$ cat src/rtl/preamble_frame_controller.sv
// rtl/preamble_frame_controller.sv - trigger-aligned frame capture into an AXIS output FIFO
module preamble_frame_controller #(
    parameter int C_S00_AXIS_TDATA_WIDTH = 32,
    parameter int C_M00_AXIS_TDATA_WIDTH = 32,
    parameter int FIFO_DEPTH             = 16,
    parameter int LEN_WIDTH              = 16
) (
    input  logic                              s00_axis_aclk,
    input  logic                              s00_axis_aresetn,
    input  logic                              s00_axis_tvalid,
    input  logic [C_S00_AXIS_TDATA_WIDTH-1:0] s00_axis_tdata,
    output logic                              s00_axis_tready,
    input  logic                              trigger,
    input  logic                              enable,
    input  logic [LEN_WIDTH-1:0]              align_offset,
    input  logic [LEN_WIDTH-1:0]              payload_len,
    input  logic [LEN_WIDTH-1:0]              holdoff_len,
    output logic                              m00_axis_tvalid,
    output logic [C_M00_AXIS_TDATA_WIDTH-1:0] m00_axis_tdata,
    output logic                              m00_axis_tlast,
    input  logic                              m00_axis_tready,
    output logic                              busy,
    output logic [2:0]                        state,
    output logic [31:0]                       frame_count,
    output logic [31:0]                       drop_count
);

    localparam int AW = $clog2(FIFO_DEPTH);
    localparam int DW = C_S00_AXIS_TDATA_WIDTH;
    localparam logic [AW:0]          CNT_NONFINAL = (AW+1)'(FIFO_DEPTH - 2);
    localparam logic [AW:0]          CNT_FINAL    = (AW+1)'(FIFO_DEPTH - 1);
    localparam logic [AW:0]          CNT_ONE      = (AW+1)'(1);
    localparam logic [AW-1:0]        PTR_ONE      = AW'(1);
    localparam logic [LEN_WIDTH-1:0] LEN_ONE      = LEN_WIDTH'(1);

    typedef enum logic [2:0] {
        ST_IDLE    = 3'd0,
        ST_SEARCH  = 3'd1,
        ST_ALIGN   = 3'd2,
        ST_CAPTURE = 3'd3,
        ST_HOLDOFF = 3'd4
    } state_t;

    state_t               state_q, state_d;
    logic [LEN_WIDTH-1:0] cnt_q, cnt_d;
    logic [LEN_WIDTH-1:0] off_q, off_d;
    logic [LEN_WIDTH-1:0] len_q, len_d;
    logic [LEN_WIDTH-1:0] hold_q, hold_d;
    logic [31:0]          frame_cnt_q, frame_cnt_d;
    logic [31:0]          drop_cnt_q, drop_cnt_d;
    logic [AW-1:0]        wr_ptr_q, wr_ptr_d;
    logic [AW-1:0]        rd_ptr_q, rd_ptr_d;
    logic [AW:0]          fill_q, fill_d;
    logic [DW:0]          mem [FIFO_DEPTH];

    logic                 beat;
    logic                 cap_final;
    logic                 push;
    logic                 pop;
    logic [LEN_WIDTH-1:0] len_last;
    logic [DW:0]          head;

    assign beat     = s00_axis_tvalid;
    // A zero length is treated as a one-beat frame.
    assign len_last = (len_q == '0) ? '0 : len_q - LEN_ONE;
    assign pop      = m00_axis_tvalid && m00_axis_tready;

    always_comb begin
        state_d     = state_q;
        cnt_d       = cnt_q;
        off_d       = off_q;
        len_d       = len_q;
        hold_d      = hold_q;
        frame_cnt_d = frame_cnt_q;
        drop_cnt_d  = drop_cnt_q;
        push        = 1'b0;
        cap_final   = 1'b0;
        case (state_q)
            ST_IDLE: begin
                if (enable) state_d = ST_SEARCH;
            end
            ST_SEARCH: begin
                if (!enable) begin
                    state_d = ST_IDLE;
                end else if (beat && trigger) begin
                    off_d   = align_offset;
                    len_d   = payload_len;
                    hold_d  = holdoff_len;
                    cnt_d   = '0;
                    state_d = (align_offset != '0) ? ST_ALIGN : ST_CAPTURE;
                end
            end
            ST_ALIGN: begin
                if (!enable) begin
                    state_d = ST_IDLE;
                end else if (beat) begin
                    if (cnt_q == off_q - LEN_ONE) begin
                        cnt_d   = '0;
                        state_d = ST_CAPTURE;
                    end else begin
                        cnt_d = cnt_q + LEN_ONE;
                    end
                end
            end
            ST_CAPTURE: begin
                if (beat) begin
                    cap_final = (cnt_q == len_last);
                    // Non-final beats leave one slot free so the tlast beat always fits.
                    if (cap_final ? (fill_q <= CNT_FINAL) : (fill_q <= CNT_NONFINAL)) begin
                        push = 1'b1;
                    end else begin
                        drop_cnt_d = drop_cnt_q + 32'd1;
                    end
                    if (cap_final) begin
                        frame_cnt_d = frame_cnt_q + 32'd1;
                        cnt_d       = '0;
                        if (hold_q != '0)  state_d = ST_HOLDOFF;
                        else if (enable)   state_d = ST_SEARCH;
                        else               state_d = ST_IDLE;
                    end else begin
                        cnt_d = cnt_q + LEN_ONE;
                    end
                end
            end
            ST_HOLDOFF: begin
                if (!enable) begin
                    state_d = ST_IDLE;
                end else if (beat) begin
                    if (cnt_q == hold_q - LEN_ONE) begin
                        cnt_d   = '0;
                        state_d = ST_SEARCH;
                    end else begin
                        cnt_d = cnt_q + LEN_ONE;
                    end
                end
            end
            default: state_d = ST_IDLE;
        endcase
    end

    always_comb begin
        wr_ptr_d = push ? wr_ptr_q + PTR_ONE : wr_ptr_q;
        rd_ptr_d = pop  ? rd_ptr_q + PTR_ONE : rd_ptr_q;
        fill_d   = fill_q;
        if (push && !pop)      fill_d = fill_q + CNT_ONE;
        else if (!push && pop) fill_d = fill_q - CNT_ONE;
    end

    always_ff @(posedge s00_axis_aclk or negedge s00_axis_aresetn) begin
        if (!s00_axis_aresetn) begin
            state_q     <= ST_IDLE;
            cnt_q       <= '0;
            off_q       <= '0;
            len_q       <= '0;
            hold_q      <= '0;
            frame_cnt_q <= '0;
            drop_cnt_q  <= '0;
            wr_ptr_q    <= '0;
            rd_ptr_q    <= '0;
            fill_q      <= '0;
        end else begin
            state_q     <= state_d;
            cnt_q       <= cnt_d;
            off_q       <= off_d;
            len_q       <= len_d;
            hold_q      <= hold_d;
            frame_cnt_q <= frame_cnt_d;
            drop_cnt_q  <= drop_cnt_d;
            wr_ptr_q    <= wr_ptr_d;
            rd_ptr_q    <= rd_ptr_d;
            fill_q      <= fill_d;
        end
    end

    always_ff @(posedge s00_axis_aclk) begin
        if (push) mem[wr_ptr_q] <= {cap_final, s00_axis_tdata};
    end

    // Output is forced to zero when empty so reset and idle read back clean.
    assign head            = mem[rd_ptr_q];
    assign m00_axis_tvalid = (fill_q != '0);
    assign m00_axis_tdata  = m00_axis_tvalid ? head[DW-1:0] : '0;
    assign m00_axis_tlast  = m00_axis_tvalid && head[DW];
    assign s00_axis_tready = 1'b1;
    assign busy            = (state_q == ST_ALIGN) || (state_q == ST_CAPTURE);
    assign state           = state_q;
    assign frame_count     = frame_cnt_q;
    assign drop_count      = drop_cnt_q;

endmodule

$ cat config.mk
export PLATFORM = sky130hd
export DESIGN_NAME = preamble_frame_controller
export DESIGN_NICKNAME = d
export VERILOG_FILES = /design/src/rtl/preamble_frame_controller.sv
export SDC_FILE = /design/constraint.sdc
export NUM_CORES = 1
export LEC_CHECK = 0
export ABC_AREA = 1
export CORE_UTILIZATION = 48
export CTS_CLUSTER_SIZE = 28
export DETAILED_ROUTE_END_ITERATION = 16
export PLACE_DENSITY_LB_ADDON = 0.25
export SETUP_SLACK_MARGIN = 0.2
export SYNTH_ARGS = -nofsm -noshare
export SYNTH_HDL_FRONTEND = slang
export SYNTH_SLANG_ARGS = --single-unit
$ cat constraint.sdc
create_clock -name s00_axis_aclk -period 6.9 [get_ports s00_axis_aclk]
set_input_delay 1.38 -clock s00_axis_aclk [delete_from_list [all_inputs] [get_ports s00_axis_aclk]]
set_output_delay 1.38 -clock s00_axis_aclk [all_outputs]
set_load 0.02 [all_outputs]
==> results of run 1 <==
cells in the final DEF, fill, tap and decap left out, types with 22 or more instances in the layout:
cell,count
nor3_1,36
inv_1,154
dfrtp_1,141
o22ai_1,32
clkbuf_16,73
nand3_1,158
xor2_1,84
xnor2_1,22
nand4_1,47
o21ai_1,22
edfxtp_1,528
nor2_1,490
o221ai_1,100
clkdlybuf4s50_1,186
buf_4,30
a21oi_1,73
nand2_1,445
o21ai_0,292
how the worst max path moves through the flow:
stage	cells past startpoint	slack, ns	endpoint
after detailed placement	9	1.67	m00_axis_tdata[21]
after CTS	9	0.99	m00_axis_tdata[21]
after floorplan	6	2.67	mem[0][0]
final	9	1.01	m00_axis_tdata[21]
after global routing	9	0.77	m00_axis_tdata[21]
after global placement	9	1.71	m00_axis_tdata[21]
layer usage:
| layer | share of wire, % | up-vias | global-route usage (%) |
|---|---|---|---|
| li1 | - | 10490 | - |
| met1 | 42 | 10880 | 33.61 |
| met2 | 48 | 860 | 40.05 |
| met3 | 7.4 | 139 | 4.630 |
| met4 | 2.4 | 8 | 7.676 |
| met5 | 0.052 | - | 0 |
state kept, by name, indices dropped and copies added (netlist names):
name         flops
cnt_q           16
drop_count      32
fill_q           5
frame_count     32
hold_q          16
len_q           16
mem            528
off_q           16
rd_ptr_q         4
state            3
wr_ptr_q         4
worst min-delay path, cell delays in order, from the launching register on:
cell and delay (ns):
dfrtp_1 0.37, nand2_1 0.08, o21ai_2 0.05
through the flow:
stage                     area, um2  worst slack (ns)  power (mW)  utilization [%]
after CTS                     35340            0.9886       12.94            56.85
after global routing          35340            0.7700       13.56            56.85
final                         35340             1.007       12.90            56.85
after global placement        33100             1.712       9.149            53.24
after detailed placement      33100             1.673       9.249            53.24
after floorplan               30450             2.669       7.711                -
Yosys cell counts (2+ instances only):
cell type,number
edfxtp_1,528
nor2_1,506
nand2_1,445
o21ai_0,292
inv_1,158
nand3_1,158
dfrtp_1,144
clkbuf_1,126
o221ai_1,100
xor2_1,84
a21oi_1,73
nand4_1,47
nor3_1,36
o22ai_1,32
o21ai_1,22
xnor2_1,22
nor4_1,20
mux2_2,19
ha_1,16
buf_1,11
o21ai_2,10
nand3b_1,9
buf_2,8
buf_6,6
buf_4,4
nand2_4,4
nor2_2,4
nor2_4,3
and3_1,2
nand3_2,2
nand3_4,2
o21bai_1,2
or2_2,2
cell families (layout without fill, tap and decap cells):
kind of cell	count (synthesis)	in the layout	synth area share, %
multiplexers	19	19	0.7026
flip-flops	672	672	63.89
other	1	1	0.01231
buffers and inverters	316	507	4.129
AO/OA/AOI/OAI	534	534	10.31
adder cells (fa/ha/maj)	17	17	0.7231
XOR/XNOR	106	106	3.048
AND/OR/NAND/NOR	1243	1243	17.18
final cells by class:
cell class                 count  area, um2  area share (%)
clock buffer                  93       1912           5.409
clock inverter                36      332.8          0.9417
inverter                     160      606.8           1.717
multi-input combinational   1920       9859           27.90
sequential                   672      19470           55.08
tap                          837       1047           2.963
timing repair buffer         218       2118           5.993
report_power, final:
| group | switching (mW) | internal (mW) |
|---|---|---|
| combinational | 2.82 | 1.50 |
| clock | 1.60 | 2.09 |
| sequential | 0.321 | 4.57 |
| total | 4.74 | 8.17 |
==> flow_summary.json, run 1 <==
{
  "slowest_delay_ns": 0.97,
  "synth.largest_area_cell": "edfxtp_1",
  "synth_edf_count": 528,
  "min_from": "frame_count[27]",
  "start_util_pct": 48.99,
  "num_vias": 22370,
  "whs_ns": 0.5320,
  "yosys.cell_types.count": 44,
  "cts_made_buffers": 72,
  "drive_gt1_share_pct": 6.454,
  "grt_pass1_vias": 21750,
  "hold_buffers": 0,
  "drt_wl_total_um": 79150,
  "initialDrtViolationCount": 2176,
  "slowest_stage": "inv_6",
  "wire_per_inst_um": 20.11,
  "ys_ff_latch": 672,
  "clockBufferDepth": 3,
  "max_freq_mhz": 169.7,
  "syn_area_um2": 30450,
  "min_to": "frame_count[27]",
  "clk_pin_slew_ns": 0.06,
  "root_buffer": "clkbuf_16",
  "worstReg2RegStart": "len_q[0]",
  "critPathKind": "register to primary output",
  "io_pins": 189,
  "htreeDepth": 3,
  "synth_flop_cell": "edfxtp_1",
  "rrSetupSlack_ns": 2.43,
  "irDropWorstVdd_uv": 291.6,
  "postRouteAntennaNets": 0,
  "grt_start_max_net_pins": 185,
  "path_delay_family": "buffers and inverters",
  "diodes": 0,
  "grt_pass1_wl_um": 122700,
  "post-route-period-util_pct": 85.41,
  "worstSetupStartpointType": "register",
  "dp_hpwl_um": 46550,
  "place_inst": 3807,
  "yosysSeqAreaShare_pct": 63.89,
  "rsz0062_at_grt": "false",
  "startpoint": "rd_ptr_q[0]",
  "arrival_ns": 4.51,
  "power_density_nw_per_um2": 365.0,
  "clk_latency_ns": 0.63,
  "yosysWarnings": 0,
  "ff2ff_path_depth": 15,
  "area_growth_pct": 16.06,
  "path_buf_inv": 3,
  "grt_use_total_pct": 24.69,
  "hp-class": "register to register",
  "drcViolationCount": 0,
  "cts_tree": "done",
  "antenna_found_initial": 4,
  "fillers": 5173,
  "async_reset_ff_share_pct": 21.43,
  "path_cells": "inv_6, buf_4, o21ai_0, o22ai_1, nor2_1, nor2_1, o21ai_0, a21oi_1, clkdlybuf4s50_1",
  "worstPathRequired_ns": 5.52,
  "r2r-end": "mem[13][7]",
  "stdcell_count": 3936,
  "min_path_cells": 2,
  "setup_violations": 0,
  "synthCells": 2908,
  "synth_top_area_share_pct": 52.06,
  "max_slew.worst_pin.slew_ns": 1.360,
  "crit_fanout": 170,
  "place.gp.congestion": 0.9186,
  "finClkSkew_ns": 0.02754,
  "finalHoldViolCount": 0,
  "max_slew_margin_pct": 9.126,
  "maxCapViolCount": 0,
  "die_height_um": 253.9,
  "status": "completed",
  "grt-ovfl-total": 0,
  "syn-num-nets": 3011,
  "die_area_um2": 64460,
  "cts_resized": 0,
  "avgSynthCellArea_um2": 10.47,
  "slew_violations": 0,
  "numPortBuffers": 187,
  "fin_crit_ns": 5.893,
  "end_kind": "primary output",
  "core_um2": 62170,
  "fin_tns_setup_ns": 0,
  "p_leak_nw": 12.70,
  "synthTopCellsByArea": "edfxtp_1 (52%), dfrtp_1 (12%), nor2_1 (6.2%)",
  "nets": 3147,
  "first_pass_iters": 7,
  "cts_sinks": 672,
  "via_per_inst": 5.684,
  "row_count": 91,
  "die_w_um": 253.9,
  "cts_setup_buffers": 0
}
(Power assumes the default switching activity.)
==> run 2, diff against run 1 <==
ABC_AREA = 0   (was 1)
==> flow_summary.json, run 2 <==
{
  "setup_violations": 0,
  "initialDrtViolationCount": 1144,
  "grt_use_total_pct": 21.63,
  "slew_violations": 0,
  "synthTopCellsByCount": "edfxtp_1 (528), mux4_2 (165), dfrtp_1 (144), clkbuf_1 (75), xnor2_1 (72)",
  "row_count": 89,
  "io_pins": 189,
  "max_freq_mhz": 174.5,
  "numPortBuffers": 187,
  "fin_tns_setup_ns": 0,
  "place.gp.congestion": 0.8823,
  "hp-class": "register to register",
  "async_reset_ff_share_pct": 21.43,
  "arrival_ns": 6.23,
  "post-route-period-util_pct": 83.07,
  "via_per_inst": 5.913,
  "rsz0062_at_grt": "false",
  "max_slew.worst_pin.slew_ns": 1.163,
  "power_density_nw_per_um2": 394.3,
  "fillers": 4554,
  "clk_latency_ns": 0.61,
  "fin_util_pct": 57.37,
  "synth.largest_area_cell": "edfxtp_1",
  "synthCells": 1723,
  "p_total_mw": 13.45,
  "grt_pass1_vias": 16720,
  "synthTopCellsByArea": "edfxtp_1 (54%), mux4_2 (13%), dfrtp_1 (12%)",
  "core_um2": 59460,
  "worstPathRequired_ns": 7.40,
  "synth_top_area_share_pct": 54.48,
  "avgSynthCellArea_um2": 16.89,
  "syn_area_um2": 29100,
  "maxCapViolCount": 0,
  "die_w_um": 248.2,
  "first_pass_iters": 6,
  "largest_register_ffs": 528,
  "critPathKind": "register to register",
  "finClkSkew_ns": 0.01750,
  "top_register": "mem",
  "synth_flop_cell": "edfxtp_1",
  "cts_setup_buffers": 0,
  "postRouteAntennaNets": 0,
  "hold_buffers": 0,
  "irDropWorstVdd_uv": 339.3,
  "drcViolationCount": 0,
  "drive_gt1_share_pct": 20.04,
  "fin_ws_ns": 1.168,
  "synth_edf_count": 528,
  "p_leak_nw": 11.75,
  "end_kind": "register",
  "num_vias": 16110,
  "grt_start_max_net_pins": 136,
  "drt_wl_total_um": 65510,
  "crit_fanout": 16,
  "worstSetupStartpointType": "register",
  "die_area_um2": 61620,
  "clk_pin_slew_ns": 0.06,
  "fin_crit_ns": 5.732,
  "yosys.cell_types.count": 78,
  "wire_per_inst_um": 24.04,
  "syn-num-nets": 1826,
  "die_height_um": 248.2,
  "clockBufferDepth": 3,
  "yosysWarnings": 0,
  "cts_resized": 0,
  "final_common_cell": "edfxtp_1",
  "finalHoldViolCount": 0,
  "htreeDepth": 3,
  "nets": 1995,
  "dp_hpwl_um": 39340,
  "cts_made_buffers": 72,
  "yosysSeqAreaShare_pct": 66.86,
  "status": "completed",
  "ys_ff_latch": 672,
  "cts_sinks": 672,
  "start_util_pct": 48.94,
  "place_ws_ns": 1.173,
  "area_growth_pct": 17.23,
  "root_buffer": "clkbuf_16",
  "grt-ovfl-total": 0,
  "grt_pass1_wl_um": 100200,
  "max_slew_margin_pct": 22.46,
  "cts_tree": "done",
  "layout_common_cells": "edfxtp_1 (528), clkdlybuf4s50_1 (186), mux4_2 (165)",
  "antenna_found_initial": 2,
  "synth_most_common_cell": "edfxtp_1"
}
## run 2: per-stage QoR
stage / hold WS (ns) / instance area (um2) / std cells
floorplan: 0.4925 / 29100 / 1723
detailed placement: 0.4670 / 31720 / 2591
CTS: 0.4773 / 34110 / 2724
global placement: 0.4666 / 31720 / 2591
global route: 0.5034 / 34120 / 2725
finish: 0.4771 / 34120 / 2725
## run 2: cell type report
type,count,area [um2],area share [%]
sequential,672,19470,57.07
multi-input combinational,917,9148,26.81
timing repair buffer,205,2046,5.996
clock buffer,88,1938,5.681
tap,773,967.2,2.835
clock inverter,45,456.7,1.339
inverter,24,90.09,0.2641
antenna,1,2.502,0.007335
## run 2: routing by layer
layer / vias up / global-route usage, % / wire length [um]
met2: 404 / 35.25 / 32460
met5: - / 0 / 12
met3: 101 / 3.523 / 3060
met1: 8406 / 30.12 / 28520
li1: 7199 / - / -
met4: 2 / 6.420 / 1464
## run 2: path summary, 6_finish.rpt
check                                 start        endpoint  slack, ns  cells after the start
max                                len_q[0]       fill_q[4]       1.17                     18
min                          drop_count[31]  drop_count[31]       0.48                      1
max reg2reg                        len_q[0]       fill_q[4]       1.17                     18
min reg2reg                  drop_count[31]  drop_count[31]       0.48                      1
max in group asynchronous  s00_axis_aresetn  drop_count[29]       4.71                      2
min in group asynchronous  s00_axis_aresetn       len_q[13]       0.81                      1
## run 2: worst max-delay path, stage by stage, from the launching register on
cell	delay, ns
dfrtp_1	0.42
inv_1	0.10
ha_1	0.37
or4b_2	0.74
nor4_1	0.55
mux2i_1	0.31
nand4_1	0.14
a2111oi_2	0.48
nand4b_4	0.31
a21o_1	0.41
inv_1	0.37
ha_1	0.26
inv_1	0.10
fa_1	0.41
a21o_1	0.18
a21oi_1	0.17
xnor2_1	0.13
nor2_1	0.06
xnor2_1	0.12
## run 2: logic make-up after synthesis
kind of cell	count (synthesis)	synth area share, %
adders and majority gates	17	0.7567
and+or+nand+nor	417	8.461
DFF	672	66.86
AOI/OAI and AO/OA	138	3.388
other	1	0.01289
buffers and inverters	134	1.866
muxes	226	15.10
xor gates and xnor gates	118	3.551
## run 2: power by group
| part | leakage [nW] | internal (mW) | switching, mW | total, mW |
|---|---|---|---|---|
| logic | 3.95 | 2.23 | 2.09 | 4.32 |
| clock network | 1.17 | 2.25 | 1.62 | 3.88 |
| registers | 6.62 | 4.70 | 0.554 | 5.26 |
